--- src/rtl/pipe_hazard_ctrl.sv ---
// Pipeline-register and PC control for the 5-stage RV32I core.
// Ports:
//   clk, rst (sync, active-high), ex_stall, flush, redirect_pc, imem_rdata.
//   Outputs: imem_addr, IF/ID, ID/EX, EX/MEM and MEM/WB instruction/PC slots, stage_valid.
//   Optional PIPE_PERF_CNT_EN adds stall_cycles, flush_count and retired.
module pipe_hazard_ctrl #(
    parameter logic [31:0] RESET_PC  = 32'h0000_0000,
    parameter logic [31:0] NOP_INSTR = 32'h0000_0013,
    parameter int unsigned PC_STEP   = 4
) (
    input  logic        clk,
    input  logic        rst,
    input  logic        ex_stall,
    input  logic        flush,
    input  logic [31:0] redirect_pc,
    input  logic [31:0] imem_rdata,
    output logic [31:0] imem_addr,
    output logic [31:0] if_id_instr,
    output logic [31:0] if_id_pc,
    output logic [31:0] id_ex_instr,
    output logic [31:0] id_ex_pc,
    output logic [31:0] ex_mem_instr,
    output logic [31:0] mem_wb_instr,
`ifdef PIPE_PERF_CNT_EN
    output logic [31:0] stall_cycles,
    output logic [31:0] flush_count,
    output logic [31:0] retired,
`endif
    output logic [3:0]  stage_valid
);

    logic [31:0] pc;

    assign imem_addr = pc;

    always_ff @(posedge clk) begin
        if (rst) begin
            pc           <= RESET_PC;
            if_id_instr  <= NOP_INSTR;
            if_id_pc     <= 32'h0;
            id_ex_instr  <= NOP_INSTR;
            id_ex_pc     <= 32'h0;
            ex_mem_instr <= NOP_INSTR;
            mem_wb_instr <= NOP_INSTR;
            stage_valid  <= 4'b0000;
        end else begin
            // MEM/WB always drains so a stalling load can leave EX/MEM.
            mem_wb_instr   <= ex_mem_instr;
            stage_valid[3] <= stage_valid[2];
            if (ex_stall) begin
                // Stall wins over flush: the branch re-resolves once the stall clears.
                ex_mem_instr   <= NOP_INSTR;
                stage_valid[2] <= 1'b0;
            end else begin
                ex_mem_instr   <= id_ex_instr;
                stage_valid[2] <= stage_valid[1];
                if (flush) begin
                    // The fetched word this cycle is wrong-path and is dropped.
                    pc             <= redirect_pc;
                    if_id_instr    <= NOP_INSTR;
                    if_id_pc       <= 32'h0;
                    id_ex_instr    <= NOP_INSTR;
                    id_ex_pc       <= 32'h0;
                    stage_valid[1] <= 1'b0;
                    stage_valid[0] <= 1'b0;
                end else begin
                    pc             <= pc + 32'(PC_STEP);
                    if_id_instr    <= imem_rdata;
                    if_id_pc       <= pc;
                    id_ex_instr    <= if_id_instr;
                    id_ex_pc       <= if_id_pc;
                    stage_valid[1] <= stage_valid[0];
                    stage_valid[0] <= 1'b1;
                end
            end
        end
    end

`ifdef PIPE_PERF_CNT_EN
    always_ff @(posedge clk) begin
        if (rst) begin
            stall_cycles <= 32'h0;
            flush_count  <= 32'h0;
            retired      <= 32'h0;
        end else begin
            if (ex_stall)
                stall_cycles <= stall_cycles + 32'h1;
            if (flush && !ex_stall)
                flush_count <= flush_count + 32'h1;
            if (stage_valid[3])
                retired <= retired + 32'h1;
        end
    end
`endif

endmodule

--- config.mk ---
export PLATFORM = sky130hd
export DESIGN_NAME = pipe_hazard_ctrl
export DESIGN_NICKNAME = d
export VERILOG_FILES = /design/src/rtl/pipe_hazard_ctrl.sv
export SDC_FILE = /design/constraint.sdc
export NUM_CORES = 1
export LEC_CHECK = 0
export CAP_MARGIN = 20
export CORE_ASPECT_RATIO = 0.6
export CORE_MARGIN = 1
export CORE_UTILIZATION = 40
export CTS_CLUSTER_SIZE = 20
export DETAILED_ROUTE_END_ITERATION = 10
export PLACE_DENSITY = 0.72
export SYNTH_ARGS = -nofsm -noshare
export SYNTH_HDL_FRONTEND = slang
export SYNTH_SLANG_ARGS = --single-unit
--- constraint.sdc ---
create_clock -name clk -period 1.9 [get_ports clk]
set_clock_uncertainty 0.05 [all_clocks]
set_input_delay 0.38 -clock clk [delete_from_list [all_inputs] [get_ports clk]]
set_output_delay 0.38 -clock clk [all_outputs]
set_load 0.01 [all_outputs]
==> qor.yml, run 1 <==
yosys.area.top_type: "dfxtp_1"
worstHoldPathType: "input pin to register"
synth_most_common_cell: "dfxtp_1"
hold-path-cell-count: 2
period_needed_ps: 1899
count_of_cells_along_the_worst_register_to_register_path: 4
worst_slew_pin_slew_ps: 745.1
fillCellCount: 1710
timing.critical_path.to_type: "register"
chipHeight_um: 114.8
antenna_cells: 0
buffer_ports.inserted: 295
gp_routability_congestion: 0.9039
cp_max_fo: 4
pnr_worst_setup_slack_ps: 0.8020
globalRoute.totalOverflow: 0
via_per_inst: 5.366
finalHoldViolCount: 0
wl_per_cell_um: 19.29
report.final.setup_viol: 0
syn_std_cell_area_sq_um: 8477
yosys-top-cells-area: "dfxtp_1, nor2_1, and3_1"
num_rows: 40
cts_root_buffer: "clkbuf_16"
chipWidth_um: 189.9
crit-reg2reg-launch: "imem_addr[23]$_SDFFE_PP0N_"
postRouteWirelength_mm: 29.69
final_layout_size_suffix_gt1_share_pct: 11.14
clkLatencyLatePin_ps: 520
floorplan.initialDensity_pct: 41.62
tritoncts.num_buffers: 22
grt_antenna_before_repair: 0
remaining_drc_errors: 0
worst_setup_hold_path_clk_slew_ps: 70
synth_sequential_area_ratio_pct: 53.85
power_density_nw_per_um2: 836.0
maxCapViolations: 0
track_usage_pct: 26.23
syn_nets: 1023
design.portCount: 296
final_max_slew_viol_count: 0
worstHoldEndpoint: "imem_addr[28]$_SDFFE_PP0N_"
critical_path_arrival_ps: 2280
layout.core_utilization_pct: 63.10
placedInstanceArea_sq_um: 11930
run_status: "finished clean"
max_freq_mhz: 526.5
core_sq_um: 20370
drt-initial-drc-count: 627
final_cell_area_sq_um: 12850
pre_cts_setup_slack_ps: 65.65
register_to_register_setup_slack_ps: 0.8
final_antenna_net_count: 0
synth_cell_type_count: 53
nets: 1319
cts.sinks: 228
slew_headroom_pct: 49.87
postSynth.topFlopCell: "dfxtp_1"
via_total_after_detailed_routing: 8258
grt_first_pass_wirelength_mm: 45.03
cellLeakagePower_nw: 5.934
synth-warning-count: 0
worst_ir_drop_vdd_v: 0.0005389
synth-seq-cells: 228
startpoint_type_of_the_worst_setup_path: "register"
data_required_time_at_the_worst_endpoint_ps: 2280
grt_pass1_vias: 7780
r2r-end: "imem_addr[29]$_SDFFE_PP0N_"
hpwl_after_detailed_placement_mm: 20.24
ctsHtreeMaxLevel: 1
cts_tree: "yes"
grt_max_degree: 54
synth-async-reset-ratio_pct: 0
criticalPathCategory: "register to register"
average_size_of_a_mapped_cell_sq_um: 8.886
flow.area_growth_from_synthesis_pct: 51.63
yosys.area.top_type_share_pct: 53.85
hold_fix_buffers_at_cts: 0
floorplan.die_area_sq_um: 21800
clock_path_buffers: 3
drt_pre_antenna_iters: 5
synth_cells: 954
period_share_pct: 99.96
synth.cells.most_frequent: "dfxtp_1, nor2_1, a21oi_1, and3_1, clkbuf_1"
post_synth_edffs: 0
hold_path.startpoint: "rst"
-- cells by family after synthesis --
kind of cell	synth area share, %
simple gates	25.74
flops	53.85
compound gates	15.54
buf+inv	4.133
mux	0.5904
fa+ha+maj	0.1476
-- worst max path at each step --
stage | cells past startpoint | end | slack (ps) | startpoint
global route | 1 | if_id_pc[0] | -8 | if_id_pc[0]$_SDFFE_PP0N_
CTS | 1 | if_id_pc[24] | 0.4 | if_id_pc[24]$_SDFFE_PP0N_
detailed placement | 4 | imem_addr[29]$_SDFFE_PP0N_ | 70 | imem_addr[21]$_SDFFE_PP0N_
floorplan | 6 | imem_addr[16]$_SDFFE_PP0N_ | 120 | imem_addr[2]$_SDFFE_PP0N_
finish | 4 | imem_addr[29]$_SDFFE_PP0N_ | 0.8 | imem_addr[23]$_SDFFE_PP0N_
global placement | 4 | imem_addr[29]$_SDFFE_PP0N_ | 70 | imem_addr[21]$_SDFFE_PP0N_
-- power breakdown --
group	total (mW)	internal [mW]	switching [mW]
clock network	4.82	2.91	1.91
registers	4.97	4.88	0.0959
logic	0.951	0.435	0.516
total	10.7	8.22	2.52
-- sequential cells by signal (all words and copies together), names as in the netlist --
register      count
ex_mem_instr     32
id_ex_instr      32
id_ex_pc         32
if_id_instr      32
if_id_pc         32
imem_addr        32
mem_wb_instr     32
stage_valid       4
-- metrics by stage --
stage	hold slack (ps)	cells	power (mW)	TNS (ps)
6_report	50.39	1539	10.75	0
5_1_grt	38.16	1539	11.12	-8.051
4_1_cts	19.40	1537	10.82	0
3_5_place_dp	374.8	1497	6.051	0
3_3_place_gp	375.4	1497	6.042	0
2_1_floorplan	438.6	954	5.479	0
-- worst max-delay path: stages (launching register included) --
cell      delay [ps]
dfxtp_2          360
nand4_1          260
nor4_1           740
a311oi_1         190
nor3_1           200
-- repair_timing --
| action | CTS | global route |
|---|---|---|
| gates resized for setup | 60 | 47 |
| hold endpoints to repair | 0 | 0 |
| cloned | 0 | 0 |
| endpoints found under the setup margin | 43 | 51 |
| pin swaps | 0 | 1 |
| setup buffers | 0 | 2 |
-- final cells by class --
cell class / count / area, sq um / share of cell area [%]
well taps: 273 / 341.6 / 2.657
clock buffers: 29 / 636.9 / 4.955
repair buffers: 355 / 3503 / 27.26
clock inverters: 11 / 168.9 / 1.314
inverters: 6 / 23.77 / 0.1850
flip-flops and latches: 228 / 4592 / 35.72
multi-input cells: 637 / 3587 / 27.91
-- cell usage in the layout, fill, tap and decap left out, drive strengths merged, types with 9 or more instances in the layout --
| cell | count |
|---|---|
| a22oi | 38 |
| a21oi | 105 |
| dfxtp | 228 |
| nor2 | 154 |
| a31oi | 9 |
| and2 | 32 |
| nand4 | 13 |
| nand3 | 13 |
| nor2b | 34 |
| clkbuf | 29 |
| o21ai | 19 |
| and3 | 91 |
| clkdlybuf4s50 | 209 |
| buf | 63 |
| nand2 | 32 |
| dlymetal6s2s | 44 |
| nor3 | 15 |
| dlygate4sd2 | 39 |
-- metal layers --
| metal | wire (um) | vias up | share of wire [%] | global-route usage [%] |
|---|---|---|---|---|
| li1 | - | 3944 | - | - |
| met1 | 13650 | 3918 | 46 | 37.51 |
| met2 | 12790 | 352 | 43 | 39.59 |
| met3 | 2612 | 44 | 8.8 | 6.166 |
| met4 | 637 | 0 | 2.1 | 6.828 |
| met5 | 0 | - | 0 | 0 |
Note: power is estimated with default switching activity, not from simulation.
==> inputs of run 2 (changes only) <==
--- a/config.mk
+++ b/config.mk
@@ -5,6 +5,7 @@
 export SDC_FILE = /design/constraint.sdc
 export NUM_CORES = 1
 export LEC_CHECK = 0
+export ABC_CLOCK_PERIOD_IN_PS = 1900
 export CAP_MARGIN = 20
 export CORE_ASPECT_RATIO = 0.6
 export CORE_MARGIN = 1
==> results of run 2 <==
The final DEF is identical to that of run 1; final timing and power are the same.
==> inputs of run 3 (changes only) <==
--- a/config.mk
+++ b/config.mk
@@ -6,12 +6,12 @@
 export NUM_CORES = 1
 export LEC_CHECK = 0
 export ABC_CLOCK_PERIOD_IN_PS = 1900
-export CAP_MARGIN = 20
 export CORE_ASPECT_RATIO = 0.6
 export CORE_MARGIN = 1
 export CORE_UTILIZATION = 40
-export CTS_CLUSTER_SIZE = 20
+export CTS_CLUSTER_SIZE = 14
 export DETAILED_ROUTE_END_ITERATION = 10
+export GPL_TIMING_DRIVEN = 0
 export PLACE_DENSITY = 0.72
 export SYNTH_ARGS = -nofsm -noshare
 export SYNTH_HDL_FRONTEND = slang
==> run 3 against run 2 <==
Maximum frequency barely moved; combinational power increased by 2%; worst setup slack improved by 1.6 ps; critical endpoint is now imem_addr[26]$_SDFFE_PP0N_; sequential share of layout area is 0.47 points higher; global-route usage is 3.7 points higher; sequential power barely moved; hold slack better by 320 ps.
==> qor.yml, run 3 (synthesized netlist as in run 1, its figures left out) <==
run_status: "finished clean"
crit_path_cell_trace: "nand4_2, or3_1, nor4_4, o21a_1"
data_required_time_at_the_worst_endpoint_ps: 2320  # +40 ps
ctsHtreeMaxLevel: 1  # unchanged
chipWidth_um: 189.9  # unchanged
unrepaired_setup_endpoints_after_global_routing: "true"
clock_path_buffers: 3  # unchanged
final_max_slew_viol_count: 0  # unchanged
power.combinational.fraction_pct: 9.5  # +0.6 points
finalHoldViolCount: 0  # unchanged
flow.area_growth_from_synthesis_pct: 50.58
drt_pre_antenna_iters: 5  # unchanged
design.portCount: 296  # unchanged
core_sq_um: 20370  # unchanged
floorplan.initialDensity_pct: 41.62  # unchanged
via_total_after_detailed_routing: 8659  # +4.9%
grt_max_degree: 15  # -72%
grt_first_pass_wirelength_mm: 49.36  # +9.6%
postRouteWirelength_mm: 33.61  # +13%
hpwl_after_detailed_placement_mm: 24.86  # +23%
placedInstanceArea_sq_um: 11770  # -1.3%
antenna_cells: 0  # unchanged
crit-reg2reg-launch: "imem_addr[19]$_SDFFE_PP0N_"
slew_headroom_pct: 48.29  # -1.6 points
cts_tree: "yes"
timing.critical_path.slowest_stage_cell: "or3_1"
power_density_nw_per_um2: 801.4  # -4.1%
track_usage_pct: 29.89  # +3.7 points
cp_max_fo: 6  # +2
power.internal_mw: 7.635  # -7.2%
buffer_ports.inserted: 295  # unchanged
period_share_pct: 99.87  # about the same
criticalPathCategory: "register to register"
worstPathBufferInverterCount: 0  # unchanged
register_to_register_setup_slack_ps: 2  # about the same
layout.core_utilization_pct: 62.67  # -0.44 points
worst_setup_hold_path_clk_slew_ps: 70  # about the same
final_cell_area_sq_um: 12760  # -0.69%
startpoint_type_of_the_worst_setup_path: "register"
cts.sinks: 228  # unchanged
worstHoldEndpoint: "imem_addr[0]$_SDFFE_PP0P_"
globalRoute.totalOverflow: 0  # unchanged
multi_input_combinational_cell_area_sq_um: 3655  # +1.9%
drt-initial-drc-count: 935  # +49%
nets: 1343  # +1.8%
fillCellCount: 1782  # +4.2%
sw_frac_of_total_pct: 25.36  # +1.9 points
layout.cells.most_common: "clkdlybuf4s50_1"
critical-path-max-stage-delay_ps: 540  # -200 ps
most-common-layout-cells: "clkdlybuf4s50_1, dfxtp_1, nor2_1"
timing.critical_path.to_type: "register"
max_freq_mhz: 527.0  # about the same
maxCapViolations: 0  # unchanged
wl_per_cell_um: 21.51  # +11%
final_layout_size_suffix_gt1_share_pct: 11.01  # -0.13 points
chipHeight_um: 114.8  # unchanged
remaining_drc_errors: 0  # unchanged
gp_routability_congestion: 0.9793  # +8.3%
critical-path-top-delay-family: "simple AND/OR/NAND/NOR gates"
net_switching_power_mw: 2.594  # +2.9%
clock_group_share_of_total_power_pct: 41.6  # -3.3 points
clkLatencyLatePin_ps: 530  # about the same
hold_path.startpoint: "redirect_pc[0]"
period_needed_ps: 1898  # -1.608 ps
path_length_in_cells_of_the_critical_path: 4  # unchanged
grt_pass1_vias: 7927  # +1.9%
worst_ir_drop_vdd_v: 0.0006998  # +30%
hold-path-cell-count: 3  # +1
hold_fix_buffers_at_cts: 0  # unchanged
cellLeakagePower_nw: 5.946  # +0.21%
grt_antenna_before_repair: 0  # unchanged
worstHoldPathType: "input pin to register"
seq_area_sq_um: 4621  # +0.63%
num_rows: 40  # unchanged
worst_slew_pin_slew_ps: 775.6  # +30.48 ps
r2r-end: "imem_addr[26]$_SDFFE_PP0N_"
tritoncts.num_buffers: 22  # unchanged
final_antenna_net_count: 0  # unchanged
report.final.setup_viol: 0  # unchanged
floorplan.die_area_sq_um: 21800  # unchanged
count_of_cells_along_the_worst_register_to_register_path: 4  # unchanged
sequentialPowerShare_pct: 48.9  # +2.6 points
cts_root_buffer: "clkbuf_16"
via_per_inst: 5.540  # +3.2%
critical_path_arrival_ps: 2320  # +40 ps
-- run 3: final cells by class --
cell class,count,area share (%)
Sequential cell,228,36.20
Multi-Input combinational cell,637,28.63
Timing Repair Buffer,298,23.69
Clock buffer,32,4.999
Buffer,81,3.205
Tap cell,273,2.676
Clock inverter,8,0.4215
Inverter,6,0.1764
-- run 3: metal layers --
metal,GRT usage [%],wire (um),vias up
met2,43.92,14190,476
met1,43.04,15050,4129
met5,0,0,-
met3,8.547,3768,45
li1,-,-,4009
met4,7.043,607,0
-- run 3: worst max path at each step --
stage,from,endpoint
after floorplan,imem_addr[2]$_SDFFE_PP0N_,imem_addr[16]$_SDFFE_PP0N_
after global placement,ex_stall,if_id_pc[12]$_SDFFE_PP0N_
after detailed placement,ex_stall,if_id_pc[19]$_SDFFE_PP0N_
after CTS,rst,if_id_instr[12]$_SDFFE_PP0N_
after global routing,imem_addr[2]$_SDFFE_PP0N_,imem_addr[16]$_SDFFE_PP0N_
final,imem_addr[19]$_SDFFE_PP0N_,imem_addr[26]$_SDFFE_PP0N_
-- run 3: power by group through the flow --
stage / sequential, mW / combinational (mW) / clock [mW]
5_1_grt: 5.01 / 1.03 / 4.54
2_1_floorplan: 5.11 / 0.371 / 0
3_5_place_dp: 5.10 / 0.958 / 0
3_3_place_gp: 5.10 / 0.949 / 0
6_report: 5.00 / 0.967 / 4.26
4_1_cts: 5.00 / 0.947 / 4.30
-- run 3: timing repair --
item                                    4_1_cts  5_1_grt
pin swaps                                     0        3
endpoints found under the setup margin      215      163
setup buffers                                 2        1
resized for setup                           125       97
-- run 3: per-stage QoR --
step	std cells	setup TNS, ps	power [mW]	hold slack, ps	setup WS (ps)
6_report	1563	0	10.23	365.5	2.410
5_1_grt	1563	-41.97	10.57	367.1	-31.09
3_3_place_gp	1522	-138720	6.047	375.9	-914.1
2_1_floorplan	954	0	5.479	438.6	122.6
3_5_place_dp	1522	-141090	6.058	373.7	-948.6
4_1_cts	1563	0	10.24	349.5	1.475
-- run 3: worst register-to-register path, stage by stage, from the launching register on --
cell and delay (ps):
dfxtp_1 440, nand4_2 270, or3_1 540, nor4_4 400, o21a_1 150
